`src/rtl/mem_lsu.sv`:
```
// Load/store unit: turns byte/half/word core requests into 32b word accesses on a memory
// without byte enables, using read-modify-write for sub-word stores.
module mem_lsu #(
    parameter int unsigned ROWS = 512
) (
    input  logic        clk_i,
    input  logic        rst_ni,
    input  logic        req_valid_i,
    output logic        req_ready_o,
    input  logic        req_we_i,
    input  logic [1:0]  req_size_i,
    input  logic        req_unsigned_i,
    input  logic [31:0] req_addr_i,
    input  logic [31:0] req_wdata_i,
    output logic        resp_valid_o,
    output logic [31:0] resp_rdata_o,
    output logic        resp_err_o,
    output logic        mem_r_en_o,
    output logic [31:0] mem_addr_r_o,
    input  logic [31:0] mem_data_r_i,
    output logic        mem_wr_en_o,
    output logic [31:0] mem_addr_w_o,
    output logic [31:0] mem_data_w_o
);

    typedef enum logic [2:0] {StIdle, StRd, StRdw, StWr, StResp} state_e;

    state_e      r_state;
    logic        r_we;
    logic [1:0]  r_size;
    logic        r_uns;
    logic [31:0] r_addr;
    logic [31:0] r_word;
    logic [31:0] r_rdata;
    logic        r_err;

    logic        w_accept;
    logic        w_bad;
    logic [4:0]  w_sh;
    logic [7:0]  w_byte;
    logic [15:0] w_half;
    logic [31:0] w_load;
    logic [31:0] w_merged;

    assign w_accept = req_valid_i && (r_state == StIdle);

    // Misalignment, illegal size or word index past the end of memory
    always_comb begin
        w_bad = 1'b0;
        unique case (req_size_i)
            2'b00:   w_bad = 1'b0;
            2'b01:   w_bad = req_addr_i[0];
            2'b10:   w_bad = (req_addr_i[1:0] != 2'b00);
            default: w_bad = 1'b1;
        endcase
        if ({2'b00, req_addr_i[31:2]} >= 32'(ROWS)) begin
            w_bad = 1'b1;
        end
    end

    assign w_sh   = {r_addr[1:0], 3'b000};
    assign w_byte = mem_data_r_i[w_sh +: 8];
    assign w_half = r_addr[1] ? mem_data_r_i[31:16] : mem_data_r_i[15:0];

    always_comb begin
        w_load   = mem_data_r_i;
        w_merged = mem_data_r_i;
        unique case (r_size)
            2'b00: begin
                w_load = {{24{~r_uns & w_byte[7]}}, w_byte};
                w_merged[w_sh +: 8] = r_word[7:0];
            end
            2'b01: begin
                w_load = {{16{~r_uns & w_half[15]}}, w_half};
                if (r_addr[1]) begin
                    w_merged[31:16] = r_word[15:0];
                end else begin
                    w_merged[15:0] = r_word[15:0];
                end
            end
            default: begin
                w_load   = mem_data_r_i;
                w_merged = r_word;
            end
        endcase
    end

    always_ff @(posedge clk_i or negedge rst_ni) begin
        if (!rst_ni) begin
            r_state <= StIdle;
            r_we    <= 1'b0;
            r_size  <= 2'b00;
            r_uns   <= 1'b0;
            r_addr  <= '0;
            r_word  <= '0;
            r_rdata <= '0;
            r_err   <= 1'b0;
        end else begin
            unique case (r_state)
                StIdle: begin
                    if (w_accept) begin
                        r_we   <= req_we_i;
                        r_size <= req_size_i;
                        r_uns  <= req_unsigned_i;
                        r_addr <= req_addr_i;
                        // Store data parks in the write-data register until merged
                        if (req_we_i) begin
                            r_word <= req_wdata_i;
                        end
                        if (w_bad) begin
                            r_rdata <= '0;
                            r_err   <= 1'b1;
                            r_state <= StResp;
                        end else if (!req_we_i || (req_size_i != 2'b10)) begin
                            r_state <= StRd;
                        end else begin
                            r_state <= StWr;
                        end
                    end
                end
                StRd: r_state <= StRdw;
                StRdw: begin
                    if (r_we) begin
                        r_word  <= w_merged;
                        r_state <= StWr;
                    end else begin
                        r_rdata <= w_load;
                        r_err   <= 1'b0;
                        r_state <= StResp;
                    end
                end
                StWr: begin
                    r_rdata <= '0;
                    r_err   <= 1'b0;
                    r_state <= StResp;
                end
                StResp:  r_state <= StIdle;
                default: r_state <= StIdle;
            endcase
        end
    end

    assign req_ready_o  = (r_state == StIdle);
    assign resp_valid_o = (r_state == StResp);
    assign mem_r_en_o   = (r_state == StRd);
    assign mem_wr_en_o  = (r_state == StWr);
    assign mem_addr_r_o = {r_addr[31:2], 2'b00};
    assign mem_addr_w_o = {r_addr[31:2], 2'b00};
    assign mem_data_w_o = r_word;
    assign resp_rdata_o = r_rdata;
    assign resp_err_o   = r_err;

endmodule

```
`config.mk`:
```
export PLATFORM = sky130hd
export DESIGN_NAME = mem_lsu
export DESIGN_NICKNAME = d
export VERILOG_FILES = /design/src/rtl/mem_lsu.sv
export SDC_FILE = /design/constraint.sdc
export NUM_CORES = 1
export LEC_CHECK = 0
export CORE_ASPECT_RATIO = 1.1
export CORE_MARGIN = 5
export CORE_UTILIZATION = 49
export CTS_CLUSTER_SIZE = 40
export DETAILED_ROUTE_END_ITERATION = 16
export PLACE_DENSITY = 0.86
export SLEW_MARGIN = 40
export SYNTH_ARGS = -nofsm -noshare
export SYNTH_HDL_FRONTEND = slang
export SYNTH_SLANG_ARGS = --single-unit
```
`constraint.sdc`:
```
create_clock -name clk_i -period 4.2 [get_ports clk_i]
set_input_delay 0.84 -clock clk_i [delete_from_list [all_inputs] [get_ports clk_i]]
set_output_delay 0.84 -clock clk_i [all_outputs]
set_load 0.005 [all_outputs]
```
==> run summary <==
- finished, final reports clean — outcome
- 0 — count of hold-fix buffers inserted at cts
- 31800 um — global-route wire length before repair
- 1.33 ns — pre-CTS setup slack
- 0 ns — final total negative setup slack
- false — setup repair after global routing missed its margin
- 15600 um2 — Die Footprint
- 231 — IO buf count
- in -> async — path category of the worst min-delay check
- 2 — maximum buffer depth of the clock tree
- 369 MHz — fmax
- 0.258 — Total GRT Usage
- 2.71 ns — shortest clock period the worst path allows after layout
- 0 — count of nets left with antenna violations after detail routing
- 119 um — Die Span X
- 599 — number of violations reported at the end of detailed-routing iteration 0
- 0.646 — crit share post-route
- 0 — Final Slew Violations
- 236 — boundary pin count
- 0.288 — Clock Power Share
- 0.424 — sequential power share
- 0.102 — fraction of layout cells with a size suffix above 1
- 2080 uW — cell internal power dissipation
- 9.91 um2 — Post-Synthesis Mean Instance Area
- buffers and inverters — delay-heaviest family, CP
- 34.5% — Layout Area Growth over Synthesis
- met2 — GR peak layer
- 130 um — height of the die
- 0 — post-CTS sizing
- 13000 um2 — CORE AREA
- 0.178 mV — Worst VDD drop
- 0.288 — Combinational Power Share
- primary output — endpoint class of the critical path
- 0 — antenna violations before repair
- 338 nW/um2 — power per cell area
- 104 — Sink Count
- 0 — final setup violation count
- sky130_fd_sc_hd__dfrtp_1 — most common flop cell mapped by yosys
- 6450 um2 — cell area after technology mapping
- 0.60 ns — worst stage delay on the critical path
- 895 — final layout net count
- 0.901 — Routability Congestion
- 0 — GRT Residual Overflow
- built — CTS tree
- 9 — number of buffers added by the clock tree synthesis step
- 0 — number of post-CTS setup repair buffers
- 0.00471 ns — setup skew after layout
- 0.491 — headroom to the max-slew limit
- 1.87 ns — arrival time at the worst endpoint
- 0 — Ys Warns
- 21.7 um — wire length per cell
- 44 — # rows
- 6.22 — via density per instance
- 15700 um — Detail Placement HPWL
- 0.403 — register area share after synthesis
- 74 — maximum number of pins on one net before global-route repair
- 1.49 ns — final critical-path setup slack
- sky130_fd_sc_hd__clkdlybuf4s50_1 — Slowest-stage cell, CP
- 0 — count of flip-flops with a built-in enable after synthesis
- 3.36 ns — critical path data required time
- 0.290 — switching power share of the total
- 14 — worst-path fanout max
- 1 — Crit path buffers/inverters
- 59 — number of distinct library cells after synthesis
- 0 — residual DRC count
- 6 — drt first pass iters
- register — critical path startpoint category
- 0.313 — met1 track utilization from global routing
- 5969 — via count of the first global-routing pass
- 104 — number of synthesized register bits
- 0.753 ns — Least-Margin Pin Slew
- 991 — fill count
- 0 — Final Hold Viols
- 3 — CTS H-Tree Depth
- 651 — Gate Count Post-Synth
- 1.00 — async set-reset flop share out of synthesis
- 0.0550 — met3 Resource Use GR
- 0 — max-capacitance violation count
- nor3_2, clkdlybuf4s50_1 — worst-path cell chain
- reg -> out — path type of the worst setup path
- 5931 — vias after detailed routing
- sky130_fd_sc_hd__clkbuf_16 — Clk Tree Root Cell
- 20700 um — wirelength, routed
- 850 uW — switching power
- 0.00364 uW — Leakage Power
- 0.07 ns — clock input transition at the sequential cells of the worst setup and hold paths
- 0.494 — initial cell density of the core
- 0.34 ns — latest clock arrival within the worst-skew pair
- 0.454 — GRT met2 Usage
- 0 — ant diodes
## sequential cells by signal, summed over array words and instances, names as in the netlist
| signal | cells |
|---|---|
| r_size | 2 |
| resp_rdata_o | 32 |
| r_addr | 32 |
| r_state | 3 |
| r_uns | 1 |
| mem_data_w_o | 32 |
| resp_err_o | 1 |
| r_we | 1 |
## stage by stage
step / total power, uW / cell area [um2] / utilization / hold slack [ns] / std cells
finish: 2930 / 8680 / 0.665 / 0.505 / 953
global route: 3060 / 8680 / 0.665 / 0.564 / 953
CTS: 2930 / 8670 / 0.664 / 0.526 / 953
detailed placement: 2090 / 8370 / 0.641 / 0.507 / 937
global placement: 2060 / 8340 / 0.639 / 0.503 / 937
floorplan: 1690 / 6460 / - / 0.494 / 654
## worst register-to-register path: stages, from the launching register on
cell and delay, ns:
sky130_fd_sc_hd__dfrtp_1 0.58, sky130_fd_sc_hd__inv_1 0.16, sky130_fd_sc_hd__ha_1 0.38, sky130_fd_sc_hd__nor4bb_2 0.71
sky130_fd_sc_hd__a221oi_1 0.18, sky130_fd_sc_hd__a211o_1 0.33, sky130_fd_sc_hd__a31oi_1 0.16
## layout make-up
cell class	count	area (um2)	area share
multi-input cells	421	3140	0.362
flip-flops and latches	104	2600	0.300
repair buffers	242	2400	0.276
clock buffers	11	243	0.0280
well taps	161	201	0.0232
clock inverters	5	56.3	0.00649
inverters	9	33.8	0.00389
## Yosys cell counts (5+ instances only)
master                     count  area [um2]
sky130_fd_sc_hd__dfrtp_1     104        2600
sky130_fd_sc_hd__mux2_4        8         120
sky130_fd_sc_hd__buf_4        66         495
sky130_fd_sc_hd__ha_1          5        62.6
sky130_fd_sc_hd__a211o_1      24         210
sky130_fd_sc_hd__mux2i_1      30         300
sky130_fd_sc_hd__clkbuf_1     38         143
sky130_fd_sc_hd__nand3_1      49         245
sky130_fd_sc_hd__nand2_1      36         135
sky130_fd_sc_hd__a22o_1       10        87.6
sky130_fd_sc_hd__and3b_1       9        78.8
sky130_fd_sc_hd__o21a_1        7        52.6
sky130_fd_sc_hd__a31oi_1      30         188
sky130_fd_sc_hd__o31ai_1       8        60.1
sky130_fd_sc_hd__o221ai_1     23         201
sky130_fd_sc_hd__buf_2        13        65.1
sky130_fd_sc_hd__mux2_2       33         372
sky130_fd_sc_hd__nand2b_1      5        31.3
sky130_fd_sc_hd__o21ai_0      29         145
sky130_fd_sc_hd__nor2_1       28         105
sky130_fd_sc_hd__nor4_1        5        31.3
sky130_fd_sc_hd__a221oi_1     25         219
sky130_fd_sc_hd__nor2b_1      10        62.6
sky130_fd_sc_hd__inv_1         8        30.0
## cells in the final DEF, fill, tap and decap left out, drive strengths merged, types with 6 or more instances in the layout
| cell type | instances |
|---|---|
| and3b | 9 |
| o21a | 7 |
| o221ai | 23 |
| mux2 | 42 |
| nand3 | 49 |
| o31ai | 8 |
| a31oi | 30 |
| nor2 | 29 |
| clkdlybuf4s50 | 230 |
| a21oi | 6 |
| a211o | 24 |
| clkbuf | 11 |
| o21ai | 29 |
| inv | 8 |
| a22o | 10 |
| nor2b | 10 |
| mux2i | 30 |
| nand2 | 36 |
| buf | 12 |
| a221oi | 25 |
| dfrtp | 104 |
## cells by family after synthesis
group | Yosys count | share of synthesized area
and+or+nand+nor | 164 | 0.134
DFF | 104 | 0.403
other | 1 | 0.000581
adders and majority gates | 5 | 0.00970
AOI/OAI and AO/OA | 176 | 0.209
buffers and inverters | 129 | 0.118
muxes | 72 | 0.125
## final timing paths
kind / from / to / slack (ns) / depth (start not counted)
min in group clk_i: mem_data_w_o[12] / mem_data_w_o[12] / 0.53 / 2
hold reg to reg: mem_data_w_o[12] / mem_data_w_o[12] / 0.53 / 2
setup / recovery: r_state[1] / req_ready_o / 1.49 / 2
hold / removal: rst_ni / r_addr[10] / 0.50 / 1
setup reg to reg: r_addr[0] / mem_data_w_o[31] / 1.62 / 6
max in group asynchronous: rst_ni / resp_rdata_o[15] / 2.82 / 2
## power groups by stage
stage	clock, uW	sequential (uW)	combinational (uW)
global placement	0	1250	809
detailed placement	0	1260	836
global route	898	1260	902
floorplan	0	1200	482
CTS	848	1240	841
finish	845	1240	846
## metal layers
| layer | up-vias | wire length [um] |
|---|---|---|
| li1 | 2652 | - |
| met1 | 2868 | 7840 |
| met2 | 357 | 10400 |
| met3 | 54 | 1800 |
| met4 | 0 | 640 |
| met5 | - | 0 |
No activity file was read; power rests on OpenSTA's default activity.
